--- src/rtl/obi_arb_pkg.sv ---
// Shared types and widths for the OBI data-port arbiter.
package obi_arb_pkg;

  localparam int unsigned OBI_AW = 32;
  localparam int unsigned OBI_DW = 32;
  localparam int unsigned OBI_BW = OBI_DW / 8;

  typedef enum logic {
    ARB_RR    = 1'b0,
    ARB_FIXED = 1'b1
  } arb_mode_e;

  typedef struct packed {
    logic [OBI_AW-1:0] addr;
    logic              we;
    logic [OBI_BW-1:0] be;
    logic [OBI_DW-1:0] wdata;
  } obi_req_t;

  // Index width that stays at least one bit for degenerate sizes.
  function automatic int unsigned clog2_min1(input int unsigned n);
    return (n > 1) ? $clog2(n) : 1;
  endfunction

endpackage

--- src/rtl/obi_arb_id_fifo.sv ---
// In-order FIFO of requester IDs for accepted, not yet answered transactions.
module obi_arb_id_fifo
  import obi_arb_pkg::*;
#(
  parameter int unsigned DEPTH = 4,
  parameter int unsigned W     = 1,
  localparam int unsigned CW   = $clog2(DEPTH + 1)
) (
  input  logic          clk_i,
  input  logic          rst_i,
  input  logic          push_i,
  input  logic [W-1:0]  data_i,
  input  logic          pop_i,
  output logic [W-1:0]  data_o,
  output logic          full_o,
  output logic          empty_o,
  output logic [CW-1:0] count_o
);

  localparam int unsigned PW = clog2_min1(DEPTH);

  logic [W-1:0]  mem_q [DEPTH];
  logic [PW-1:0] wr_ptr_q, wr_ptr_d;
  logic [PW-1:0] rd_ptr_q, rd_ptr_d;
  logic [CW-1:0] count_q, count_d;
  logic          push_ok, pop_ok;

  function automatic logic [PW-1:0] ptr_inc(input logic [PW-1:0] p);
    return (p == PW'(DEPTH - 1)) ? '0 : p + PW'(1);
  endfunction

  assign full_o  = (count_q == CW'(DEPTH));
  assign empty_o = (count_q == '0);
  assign count_o = count_q;
  assign data_o  = mem_q[rd_ptr_q];
  assign push_ok = push_i && !full_o;
  assign pop_ok  = pop_i && !empty_o;

  always_comb begin : next_state
    wr_ptr_d = wr_ptr_q;
    rd_ptr_d = rd_ptr_q;
    count_d  = count_q;
    if (push_ok) wr_ptr_d = ptr_inc(wr_ptr_q);
    if (pop_ok)  rd_ptr_d = ptr_inc(rd_ptr_q);
    case ({push_ok, pop_ok})
      2'b10:   count_d = count_q + CW'(1);
      2'b01:   count_d = count_q - CW'(1);
      default: count_d = count_q;
    endcase
  end

  always_ff @(posedge clk_i) begin : state_regs
    if (rst_i) begin
      wr_ptr_q <= '0;
      rd_ptr_q <= '0;
      count_q  <= '0;
    end else begin
      wr_ptr_q <= wr_ptr_d;
      rd_ptr_q <= rd_ptr_d;
      count_q  <= count_d;
    end
  end

  // Storage needs no reset; validity is tracked by the pointers.
  always_ff @(posedge clk_i) begin : storage
    if (push_ok) mem_q[wr_ptr_q] <= data_i;
  end

endmodule

--- src/rtl/obi_data_arbiter.sv ---
// Shares one OBI data port between NUM_REQ masters; routes in-order responses
// back to the issuing master.
module obi_data_arbiter
  import obi_arb_pkg::*;
#(
  parameter int unsigned NUM_REQ         = 2,
  parameter int unsigned MAX_OUTSTANDING = 4,
  parameter arb_mode_e   ARB_MODE        = ARB_RR,
  localparam int unsigned CW             = $clog2(MAX_OUTSTANDING + 1)
) (
  input  logic                           clk_i,
  input  logic                           rst_i,
  input  logic [NUM_REQ-1:0]             m_req_i,
  input  logic [NUM_REQ-1:0][OBI_AW-1:0] m_addr_i,
  input  logic [NUM_REQ-1:0]             m_we_i,
  input  logic [NUM_REQ-1:0][OBI_BW-1:0] m_be_i,
  input  logic [NUM_REQ-1:0][OBI_DW-1:0] m_wdata_i,
  output logic [NUM_REQ-1:0]             m_gnt_o,
  output logic [NUM_REQ-1:0]             m_rvalid_o,
  output logic [OBI_DW-1:0]              m_rdata_o,
  output logic                           s_req_o,
  output logic [OBI_AW-1:0]              s_addr_o,
  output logic                           s_we_o,
  output logic [OBI_BW-1:0]              s_be_o,
  output logic [OBI_DW-1:0]              s_wdata_o,
  input  logic                           s_gnt_i,
  input  logic                           s_rvalid_i,
  input  logic [OBI_DW-1:0]              s_rdata_i,
  output logic [CW-1:0]                  outstanding_o,
  output logic                           resp_err_o
);

  localparam int unsigned IW = clog2_min1(NUM_REQ);

  obi_req_t [NUM_REQ-1:0] req_s;
  obi_req_t               sel_req;

  logic          lock_q, lock_d;
  logic [IW-1:0] lock_idx_q, lock_idx_d;
  logic [IW-1:0] ptr_q, ptr_d;
  logic          resp_err_q, resp_err_d;

  logic [IW-1:0] win_idx;
  logic          win_found;
  logic [IW-1:0] sel;
  logic          fifo_full, fifo_empty;
  logic [IW-1:0] head_id;
  logic          hs, pop;

  // Candidate for search slot 'off': rotated from ptr in RR, plain index otherwise.
  function automatic logic [IW-1:0] cand_idx(input logic [IW-1:0] base, input int unsigned off);
    int unsigned s;
    s = (ARB_MODE == ARB_RR) ? 32'(base) + off : off;
    return IW'(s % NUM_REQ);
  endfunction

  always_comb begin : pack_reqs
    for (int unsigned i = 0; i < NUM_REQ; i++) begin
      req_s[i].addr  = m_addr_i[i];
      req_s[i].we    = m_we_i[i];
      req_s[i].be    = m_be_i[i];
      req_s[i].wdata = m_wdata_i[i];
    end
  end

  always_comb begin : arb_select
    win_idx   = '0;
    win_found = 1'b0;
    for (int unsigned i = 0; i < NUM_REQ; i++) begin
      if (!win_found && m_req_i[cand_idx(ptr_q, i)]) begin
        win_found = 1'b1;
        win_idx   = cand_idx(ptr_q, i);
      end
    end
  end

  // A pending, ungranted address phase keeps its master selected.
  assign sel     = lock_q ? lock_idx_q : win_idx;
  assign sel_req = req_s[sel];

  assign s_req_o   = !rst_i && !fifo_full && m_req_i[sel];
  assign s_addr_o  = sel_req.addr;
  assign s_we_o    = sel_req.we;
  assign s_be_o    = sel_req.be;
  assign s_wdata_o = sel_req.wdata;

  assign hs  = s_req_o && s_gnt_i;
  assign pop = !rst_i && s_rvalid_i && !fifo_empty;

  always_comb begin : gnt_demux
    m_gnt_o = '0;
    if (hs) m_gnt_o[sel] = 1'b1;
  end

  always_comb begin : rsp_demux
    m_rvalid_o = '0;
    if (pop) m_rvalid_o[head_id] = 1'b1;
  end

  assign m_rdata_o     = s_rdata_i;
  assign resp_err_o    = resp_err_q;

  obi_arb_id_fifo #(
    .DEPTH (MAX_OUTSTANDING),
    .W     (IW)
  ) u_id_fifo (
    .clk_i   (clk_i),
    .rst_i   (rst_i),
    .push_i  (hs),
    .data_i  (sel),
    .pop_i   (pop),
    .data_o  (head_id),
    .full_o  (fifo_full),
    .empty_o (fifo_empty),
    .count_o (outstanding_o)
  );

  always_comb begin : next_state
    lock_d     = lock_q;
    lock_idx_d = lock_idx_q;
    ptr_d      = ptr_q;
    resp_err_d = resp_err_q;
    if (hs) begin
      lock_d = 1'b0;
      ptr_d  = (sel == IW'(NUM_REQ - 1)) ? '0 : sel + IW'(1);
    end else if (s_req_o) begin
      lock_d     = 1'b1;
      lock_idx_d = sel;
    end else if (lock_q && !m_req_i[lock_idx_q]) begin
      lock_d = 1'b0;
    end
    // A response with nothing outstanding cannot be routed.
    if (s_rvalid_i && fifo_empty) resp_err_d = 1'b1;
  end

  always_ff @(posedge clk_i) begin : state_regs
    if (rst_i) begin
      lock_q     <= 1'b0;
      lock_idx_q <= '0;
      ptr_q      <= '0;
      resp_err_q <= 1'b0;
    end else begin
      lock_q     <= lock_d;
      lock_idx_q <= lock_idx_d;
      ptr_q      <= ptr_d;
      resp_err_q <= resp_err_d;
    end
  end

endmodule

--- config.mk ---
export PLATFORM = sky130hd
export DESIGN_NAME = obi_data_arbiter
export DESIGN_NICKNAME = d
export VERILOG_FILES = /design/src/rtl/obi_arb_pkg.sv /design/src/rtl/obi_arb_id_fifo.sv /design/src/rtl/obi_data_arbiter.sv
export SDC_FILE = /design/constraint.sdc
export NUM_CORES = 1
export LEC_CHECK = 0
export CORE_AREA = 2 2 110 112
export DETAILED_ROUTE_END_ITERATION = 10
export DIE_AREA = 0 0 112 114
export HOLD_SLACK_MARGIN = 0.02
export PLACE_DENSITY = 0.66
export SYNTH_ARGS = -nofsm -noshare
export SYNTH_HDL_FRONTEND = slang
export SYNTH_HIERARCHICAL = 1
export SYNTH_SLANG_ARGS = --single-unit
--- constraint.sdc ---
create_clock -name clk_i -period 6.35 [get_ports clk_i]
set_input_delay 1.27 -clock clk_i [delete_from_list [all_inputs] [get_ports clk_i]]
set_output_delay 1.27 -clock clk_i [all_outputs]
set_load 0.005 [all_outputs]
After elaboration in Yosys (flattened, before gate mapping) --
Memories as Yosys holds them, arrays and structs flattened. A register that Yosys moved wholly into a read port is not among the register bits. Cells that the tools add are included. Widths: inputs -> output; s select.
Word-level totals: RAM bits 4, output and inout bits 110, bits in registers 11, memories 1, logic and storage cells 79
Memory list:
- u_id_fifo.mem_q | words 4, width 1, read ports 1, clocked after memory_dff 1, write ports 1, line obi_arb_id_fifo.sv:22 | logic [W-1:0] mem_q [DEPTH];
Cells by class: bitwise gates (word level) 1, eq/ne operators 5, $lt $le $gt $ge 7, muxes and demuxes 30, add/sub/neg operators 6, reduce and logical (&&, ||, !) cells 22
Operators with widths (number):
- $mux 69 | 2
- $mux 1 | 19
- $logic_and 1x1->1 | 12
- $mux 2 | 6
- $lt 1x2->1 const B | 5
- $eq 2x2->1 const B | 3
- $pmux 3 s2 | 1
- $logic_not 1->1 | 5
- $add 2x1->2 const B | 2
- $reduce_bool 2->1 | 2
- $add 3x1->3 const B | 1
- $eq 3x3->1 const B | 1
- $logic_not 3->1 | 1
- $sub 3x1->3 const B | 1
- $add 1x1->1 const B | 2
- $demux 1 s1 | 2
- $eq 2x1->1 const B | 1
- $ge 1x1->1 const B | 2
- $reduce_and 2->1 | 1
- $reduce_or 2->1 | 1
- $not 1->1 | 1

Longest topological paths before layout --
Gate-level depths: netlist of run 1.
depth after elaboration 14, mapped depth 14

Cells and area by module --
Netlist of run 1, hierarchy kept.
Modules (own cells, without submodules):
- obi_data_arbiter | instances 1, cells an instance 139, area an instance 1651.6 um2
- obi_arb_id_fifo | instances 1, cells an instance 59, area an instance 640.6 um2

Least setup slack after synthesis of run 1 --
No wires, ideal clock.
kind input -> register, start input m_req_i[1], end register u_id_fifo.count_q[2] (netlist: u_id_fifo/count_o[2]), data arrival time 3.393 ns, path slack 2.887 ns, cell stages on the path 11, setup time 0.070 ns, cells stage by stage mux2_2 o2111ai_2 inv_1 and2_4 inv_1 ha_1 inv_1 fa_1 xor2_1 or3_2 a21oi_1
On the way: longest elaborated chain between the ends 14, elaborated cells on any way between the ends 19, classes of those cells eq/ne (2); mux (11); reduce/logical (6)
RTL lines:
- start: declaration | line obi_data_arbiter.sv:13 | input logic [NUM_REQ-1:0] m_req_i,
- $mux 1 (implied by the code) (2 in a row) | line obi_data_arbiter.sv:70 | if (!win_found && m_req_i[cand_idx(ptr_q, i)]) begin
- $mux 1 | line obi_data_arbiter.sv:70
- $logic_not 1->1 | line obi_data_arbiter.sv:70
- $logic_and 1x1->1 | line obi_data_arbiter.sv:70
- $mux 1 | line obi_data_arbiter.sv:70
- $mux 1 | line obi_data_arbiter.sv:78 | assign sel = lock_q ? lock_idx_q : win_idx;
- $mux 1 (implied by the code) * (2 in a row) | line obi_data_arbiter.sv:81 | assign s_req_o = !rst_i && !fifo_full && m_req_i[sel];
- $logic_and 1x1->1 * | line obi_data_arbiter.sv:81
- $logic_and 1x1->1 * | line obi_data_arbiter.sv:87 | assign hs = s_req_o && s_gnt_i;
- net hs | line obi_data_arbiter.sv:48 | logic hs, pop;
- $logic_and 1x1->1 * | line obi_arb_id_fifo.sv:36 | assign push_ok = push_i && !full_o;
- $eq 2x1->1 / $eq 2x2->1 (equally long branches) | line obi_arb_id_fifo.sv:45 | case ({push_ok, pop_ok})
- $pmux 3 s2 / $reduce_bool 2->1 (equally long branches)
- end signal: assignment | line obi_arb_id_fifo.sv:60 | count_q <= count_d;
- end: declaration | line obi_arb_id_fifo.sv:25 | logic [CW-1:0] count_q, count_d;
Mark *: on every way through the listed nets, which the timed path passes. The rest lies on a longest branch. The select of a mux whose other input is x is not followed. A chain may end at the register's enable or synchronous reset.

Worst setup path after layout of run 1 --
start input m_req_i[1], end output s_wdata_o[9]
On the way: longest elaborated chain between the ends 9, elaborated cells on any way between the ends 12, classes of those cells mux (10); reduce/logical (2)
RTL lines:
- $mux 1 (implied by the code) (2 in a row) | line obi_data_arbiter.sv:70
- $mux 1 | line obi_data_arbiter.sv:70
- $logic_not 1->1 | line obi_data_arbiter.sv:70
- $logic_and 1x1->1 | line obi_data_arbiter.sv:70
- $mux 1 * | line obi_data_arbiter.sv:70
- $mux 1 * | line obi_data_arbiter.sv:78
- $mux 69 (implied by the code) * (2 in a row) | line obi_data_arbiter.sv:79 | assign sel_req = req_s[sel];
- end: declaration | line obi_data_arbiter.sv:25 | output logic [OBI_DW-1:0] s_wdata_o,
Mark *: on every way between the ends. The rest lies on a longest branch, timed or not. The select of a mux whose other input is x is not followed.

==> results of run 1 <==
[cells by family (layout without fill, tap and decap cells)]
kind of cell / Yosys count / after routing / synth area share (%)
buffers and inverters: 53 / 238 / 19.16
multiplexers: 74 / 74 / 45.74
adder cells (fa/ha/maj): 7 / 7 / 4.148
flip-flops: 17 / 17 / 16.59
AND/OR/NAND/NOR: 31 / 31 / 8.407
AO/OA/AOI/OAI: 14 / 14 / 5.186
XOR/XNOR: 2 / 2 / 0.7643
[final cells by class]
type | count | area (µm²) | share of cell area (%)
inverters | 11 | 41.29 | 0.9383
flip-flops and latches | 17 | 380.4 | 8.644
repair buffers | 223 | 2240 | 50.90
well taps | 147 | 183.9 | 4.180
multi-input cells | 128 | 1473 | 33.47
clock inverters | 1 | 7.507 | 0.1706
clock buffers | 3 | 75.07 | 1.706
[worst max path at each step]
stage	to	slack, ns
2_1_floorplan	u_id_fifo/count_o[2]	2.89
3_3_place_gp	s_wdata_o[9]	1.40
3_5_place_dp	s_wdata_o[9]	1.35
4_1_cts	s_wdata_o[9]	1.34
5_1_grt	s_wdata_o[9]	1.24
6_report	s_wdata_o[9]	1.35
[power by group]
group | leakage [nW] | internal, mW | total [mW] | switching, mW
logic | 1.59 | 0.231 | 0.329 | 0.0975
clock network | 0.0371 | 0.0849 | 0.126 | 0.0413
registers | 0.143 | 0.116 | 0.120 | 0.00405
[per-layer routing]
| metal | track usage, % | routed length (µm) |
|---|---|---|
| met5 | 0 | 0 |
| met3 | 5.420 | 989 |
| met2 | 19.15 | 3921 |
| met1 | 18.75 | 4399 |
| met4 | 2.114 | 111 |
[Yosys cell counts]
library cell / count / area, µm²
mux4_2: 1 / 22.52
buf_8: 1 / 15.01
fa_1: 1 / 20.02
buf_12: 6 / 120.1
o31ai_1: 1 / 7.510
and3_2: 2 / 15.01
or2_2: 1 / 6.260
o21ai_4: 1 / 16.27
nand3_1: 2 / 10.01
and3_1: 2 / 12.51
clkbuf_1: 1 / 3.750
xor2_1: 2 / 17.52
dfxtp_1: 13 / 260.3
nand3b_1: 1 / 7.510
a21oi_1: 5 / 25.02
nor3b_1: 1 / 7.510
o211a_1: 1 / 10.01
or3_1: 1 / 6.260
inv_1: 11 / 41.29
o21ai_0: 2 / 10.01
mux2_4: 55 / 825.8
mux2i_1: 2 / 20.02
nand2b_4: 1 / 13.76
buf_4: 33 / 247.7
mux2_2: 16 / 180.2
a21o_1: 1 / 7.510
nor3_1: 2 / 10.01
edfxtp_1: 4 / 120.1
buf_6: 1 / 11.26
o2111ai_2: 2 / 30.03
nand2b_1: 1 / 6.260
and2_4: 1 / 8.760
ha_1: 6 / 75.07
or3b_1: 1 / 8.760
nor2b_4: 1 / 13.76
and2_1: 1 / 6.260
nand2_1: 2 / 7.510
nor2b_1: 3 / 18.77
nor2_1: 7 / 26.28
or3_2: 1 / 7.510
o31ai_2: 1 / 12.51
[per-stage QoR]
| step | utilization [%] | cell area, µm² | std cells | total power [mW] |
|---|---|---|---|---|
| finish | 37.57 | 4400 | 530 | 0.5747 |
| global route | 37.57 | 4400 | 530 | 0.6021 |
| CTS | 37.57 | 4400 | 530 | 0.5811 |
| detailed placement | 36.87 | 4318 | 526 | 0.4503 |
| global placement | 36.87 | 4318 | 526 | 0.4505 |
| floorplan | - | 2292 | 198 | 0.2764 |
[critical path: cells and delay by family]
kind,cells,cell delay (ns)
multiplexers,1,0.37
buffers and inverters,3,1.44
AND/OR/NAND/NOR,1,0.07
AO/OA/AOI/OAI,1,0.55
==> impl_metrics.yaml, run 1 <==
die:
  die_area_um2: 12770
  coreArea_um2: 11710
  fp.dieW_um: 112
  initial_core_util_pct: 19.57
  fp.dieH_um: 114
  ios: 286
  num_rows: 40
routing:
  drt_iter0_markers: 62
  routed_wl_um: 9421
  via_per_inst: 4.126
  wl_per_cell_um: 17.78
  vias: 2187
  final_antenna_net_count: 0
  drtPass1Iterations: 4
  drc: 0
timing:
  rsz0062_at_grt: "false"
  fmaxAchievable_ghz: 0.2001
  fin_ws_ns: 1.354
  whs_ns: 0.4648
  slew_viol_final: 0
  setup_viol: 0
  min_period_ns: 4.996
  worst_pin_slew_ns: 0.7052
  fin_worst_skew_ns: 0.004098
  period_share_pct: 78.68
  setup_tns_ns: 0
  hold_violations: 0
  slew_headroom_pct: 52.81
synth:
  synthDistinctLibCells: 41
  netlist_instances: 198
  ys_warn_count: 6
  netlist_area_um2: 2292
  syn_nets: 381
  ys_seq_elements: 17
  syn_area_per_cell_um2: 11.58
  ys_seq_area_share_pct: 16.59
placement:
  dp_hpwl_um: 7919
  dp_slack_ns: 1.345
  port_buffers: 221
  routabilityCongestion: 0.7975
setup_path:
  cpPeakStageDelay_ns: 0.55
  cp_max_fo: 21
  crit_start: "m_req_i[1]"
  rr_endpoint: "u_id_fifo/count_o[2]"
  path_class: "primary input to output pin"
  crit_top_cell: "clkdlybuf4s50_1"
  critPathArrivalTime_ns: 3.73
  r2r_slack_ns: 3.32
  reg2reg_depth: 13
  crit_path_end_kind: "output pin"
  crit_slowest_cell: "o21ai_4"
  crit_required_ns: 5.08
  worstSetupStartpointType: "primary input"
  rr_startpoint: "u_id_fifo/count_o[2]"
  path_cells: "clkdlybuf4s50_1, nand2b_4, o21ai_4, buf_4, mux2_4, clkdlybuf4s50_1"
clocking:
  clkLatencyLatePin_ns: 0.25
  clkSinkCount: 17
  ctsLongestPathBuffers: 2
  clock-root-buffer: "clkbuf_16"
  cts_resized: 0
  cts_tree: "built"
  clkTransAtPathRegs_ns: 0.05
  post-cts-setup-buffers: 0
  cts_buffers: 3
  h-tree-depth: 1
  postCtsHoldBufs: 0
cells_and_area:
  final_common_cell: "clkdlybuf4s50_1"
  layout.nets: 567
  layout_common_cells: "clkdlybuf4s50_1 (221), mux2_4 (55), mux2_2 (16)"
  drive_gt1_share_pct: 23.24
  diodes: 0
  fillCellCount: 1187
  area_growth_pct: 91.98
power:
  p_leak_nw: 1.772
  ir_drop_uv: 124.0
  power_density_nw_per_um2: 130.6
job:
  cap_violations: 0
grt:
  grt_pass1_wl_um: 13170
  grt_pass1_vias: 2205
  grt_use_total_pct: 13.23
  grt_max_degree: 44
  antenna_found_initial: 0
  grt_overflow: 0
worst_hold_path:
  min-delay-start: "resp_err_o"
  whs_path_depth: 2
  min_path_type: "flop to flop"
  hold-path-endpoint: "resp_err_o"
status:
  outcome: "completed"
(Power assumes the default switching activity.)
==> run 2: changes to the inputs <==
PLACE_DENSITY = 0.68   (was 0.66)
clock period = 4.1 ns   (was 6.35 ns; I/O delays follow)
==> impl_metrics.yaml, run 2 (synthesized netlist as in run 1, its figures left out) <==
status:
  outcome: "completed"
cells_and_area:
  final-seq-area_um2: 380.4
  multi_input_area_um2: 1473
  area_growth_pct: 95.03
  diodes: 0
  design_area_um2: 4471
  layout.nets: 573
  fin_cells: 536
  layout_common_cells: "clkdlybuf4s50_1 (221), mux2_4 (55), mux2_2 (16)"
  final_common_cell: "clkdlybuf4s50_1"
  fillCellCount: 1182
  drive_gt1_share_pct: 24.42
clocking:
  cts_buffers: 3
  post-cts-setup-buffers: 0
  cts_resized: 0
  clkTransAtPathRegs_ns: 0.05
  ctsLongestPathBuffers: 2
  clkLatencyLatePin_ns: 0.25
  h-tree-depth: 1
  clock-root-buffer: "clkbuf_16"
  clkSinkCount: 17
  postCtsHoldBufs: 0
  cts_tree: "built"
setup_path:
  cpPeakStageDelay_ns: 0.47
  path_cells: "clkdlybuf4s50_1, nor2b_4, o21ai_4, buf_12, mux2_4, clkdlybuf4s50_1"
  worstSetupStartpointType: "primary input"
  path_buf_inv: 3
  crit_path_end_kind: "output pin"
  path_class: "primary input to output pin"
  crit_required_ns: 3.28
  cp_max_fo: 29
  crit_top_cell: "clkdlybuf4s50_1"
  crit_slowest_cell: "clkdlybuf4s50_1"
  cp_top_family: "buffers and inverters"
  critPathArrivalTime_ns: 2.90
timing:
  period_share_pct: 90.66
  worst_pin_slew_ns: 0.5301
  slew_headroom_pct: 64.36
  fin_worst_skew_ns: 0.001348
  hold_violations: 0
  fmaxAchievable_ghz: 0.2690
  rsz0062_at_grt: "false"
  slew_viol_final: 0
  setup_tns_ns: 0
  setup_viol: 0
  min_period_ns: 3.717
die:
  num_rows: 40
  ios: 286
  coreArea_um2: 11710
  fp.dieH_um: 114
  die_area_um2: 12770
  fp.dieW_um: 112
  initial_core_util_pct: 19.57
placement:
  place_inst: 532
  placed_area_um2: 4388
  port_buffers: 221
  routabilityCongestion: 0.8015
  dp_hpwl_um: 9216
grt:
  grt_pass1_vias: 2331
  grt_overflow: 0
  antenna_found_initial: 0
  grt_use_total_pct: 15.28
  grt_pass1_wl_um: 14430
  grt_max_degree: 30
routing:
  routed_wl_um: 10580
  final_antenna_net_count: 0
  drt_iter0_markers: 50
  drtPass1Iterations: 4
  vias: 2240
  wl_per_cell_um: 19.73
  via_per_inst: 4.179
  drc: 0
worst_hold_path:
  min_path_type: "flop to flop"
power:
  ir_drop_uv: 102.1
  p_leak_nw: 1.809
  power_density_nw_per_um2: 204.9
job:
  cap_violations: 0
[run 2: cell types whose count changed in the layout (fill, tap and decap cells not counted), sizes merged]
cell	previous run	this run
buf	2	8
[run 2: layer usage]
| layer | up-vias | part of all wire, % | track usage [%] |
|---|---|---|---|
| li1 | 1046 | - | - |
| met1 | 1037 | 45 | 20.56 |
| met2 | 151 | 45 | 24.08 |
| met3 | 6 | 10 | 5.739 |
| met4 | 0 | 0.42 | 2.033 |
| met5 | - | 0 | 0 |
[run 2: layout make-up]
type	instances	area share, %
Sequential cell	17	8.508
Clock buffer	3	1.679
Timing Repair Buffer	229	51.67
Tap cell	147	4.114
Inverter	11	0.9236
Clock inverter	1	0.1679
Multi-Input combinational cell	128	32.94
[run 2: worst min-delay path, stage by stage (launching register included)]
cell	delay, ns
dfxtp_1	0.33
a21oi_1	0.04
nor2_1	0.07
[run 2: power by group]
| group | switching [mW] | internal, mW | total [mW] |
|---|---|---|---|
| logic | 0.162 | 0.369 | 0.531 |
| clock network | 0.0684 | 0.132 | 0.200 |
| registers | 0.00623 | 0.179 | 0.185 |
[run 2: path summary, 6_finish.rpt]
path | cells after the start | slack [ns] | startpoint | to
worst max-delay path | 6 | 0.38 | m_req_i[0] | s_wdata_o[4]
worst min-delay path | 2 | 0.47 | resp_err_o | resp_err_o
worst max register to register | 13 | 1.01 | u_id_fifo/count_o[2] | u_id_fifo/count_o[2]
worst min register to register | 2 | 0.47 | resp_err_o | resp_err_o
[run 2: metrics by stage]
stage	hold WS (ns)	utilization, %	setup slack (ns)	total power, mW
4_1_cts	0.4735	38.17	0.3290	0.9304
5_1_grt	0.5022	38.17	0.2634	0.9596
2_1_floorplan	0.4604	-	1.087	0.4280
3_3_place_gp	0.4576	37.47	0.3468	0.7233
6_report	0.4700	38.17	0.3827	0.9161
3_5_place_dp	0.4595	37.47	0.3215	0.7237
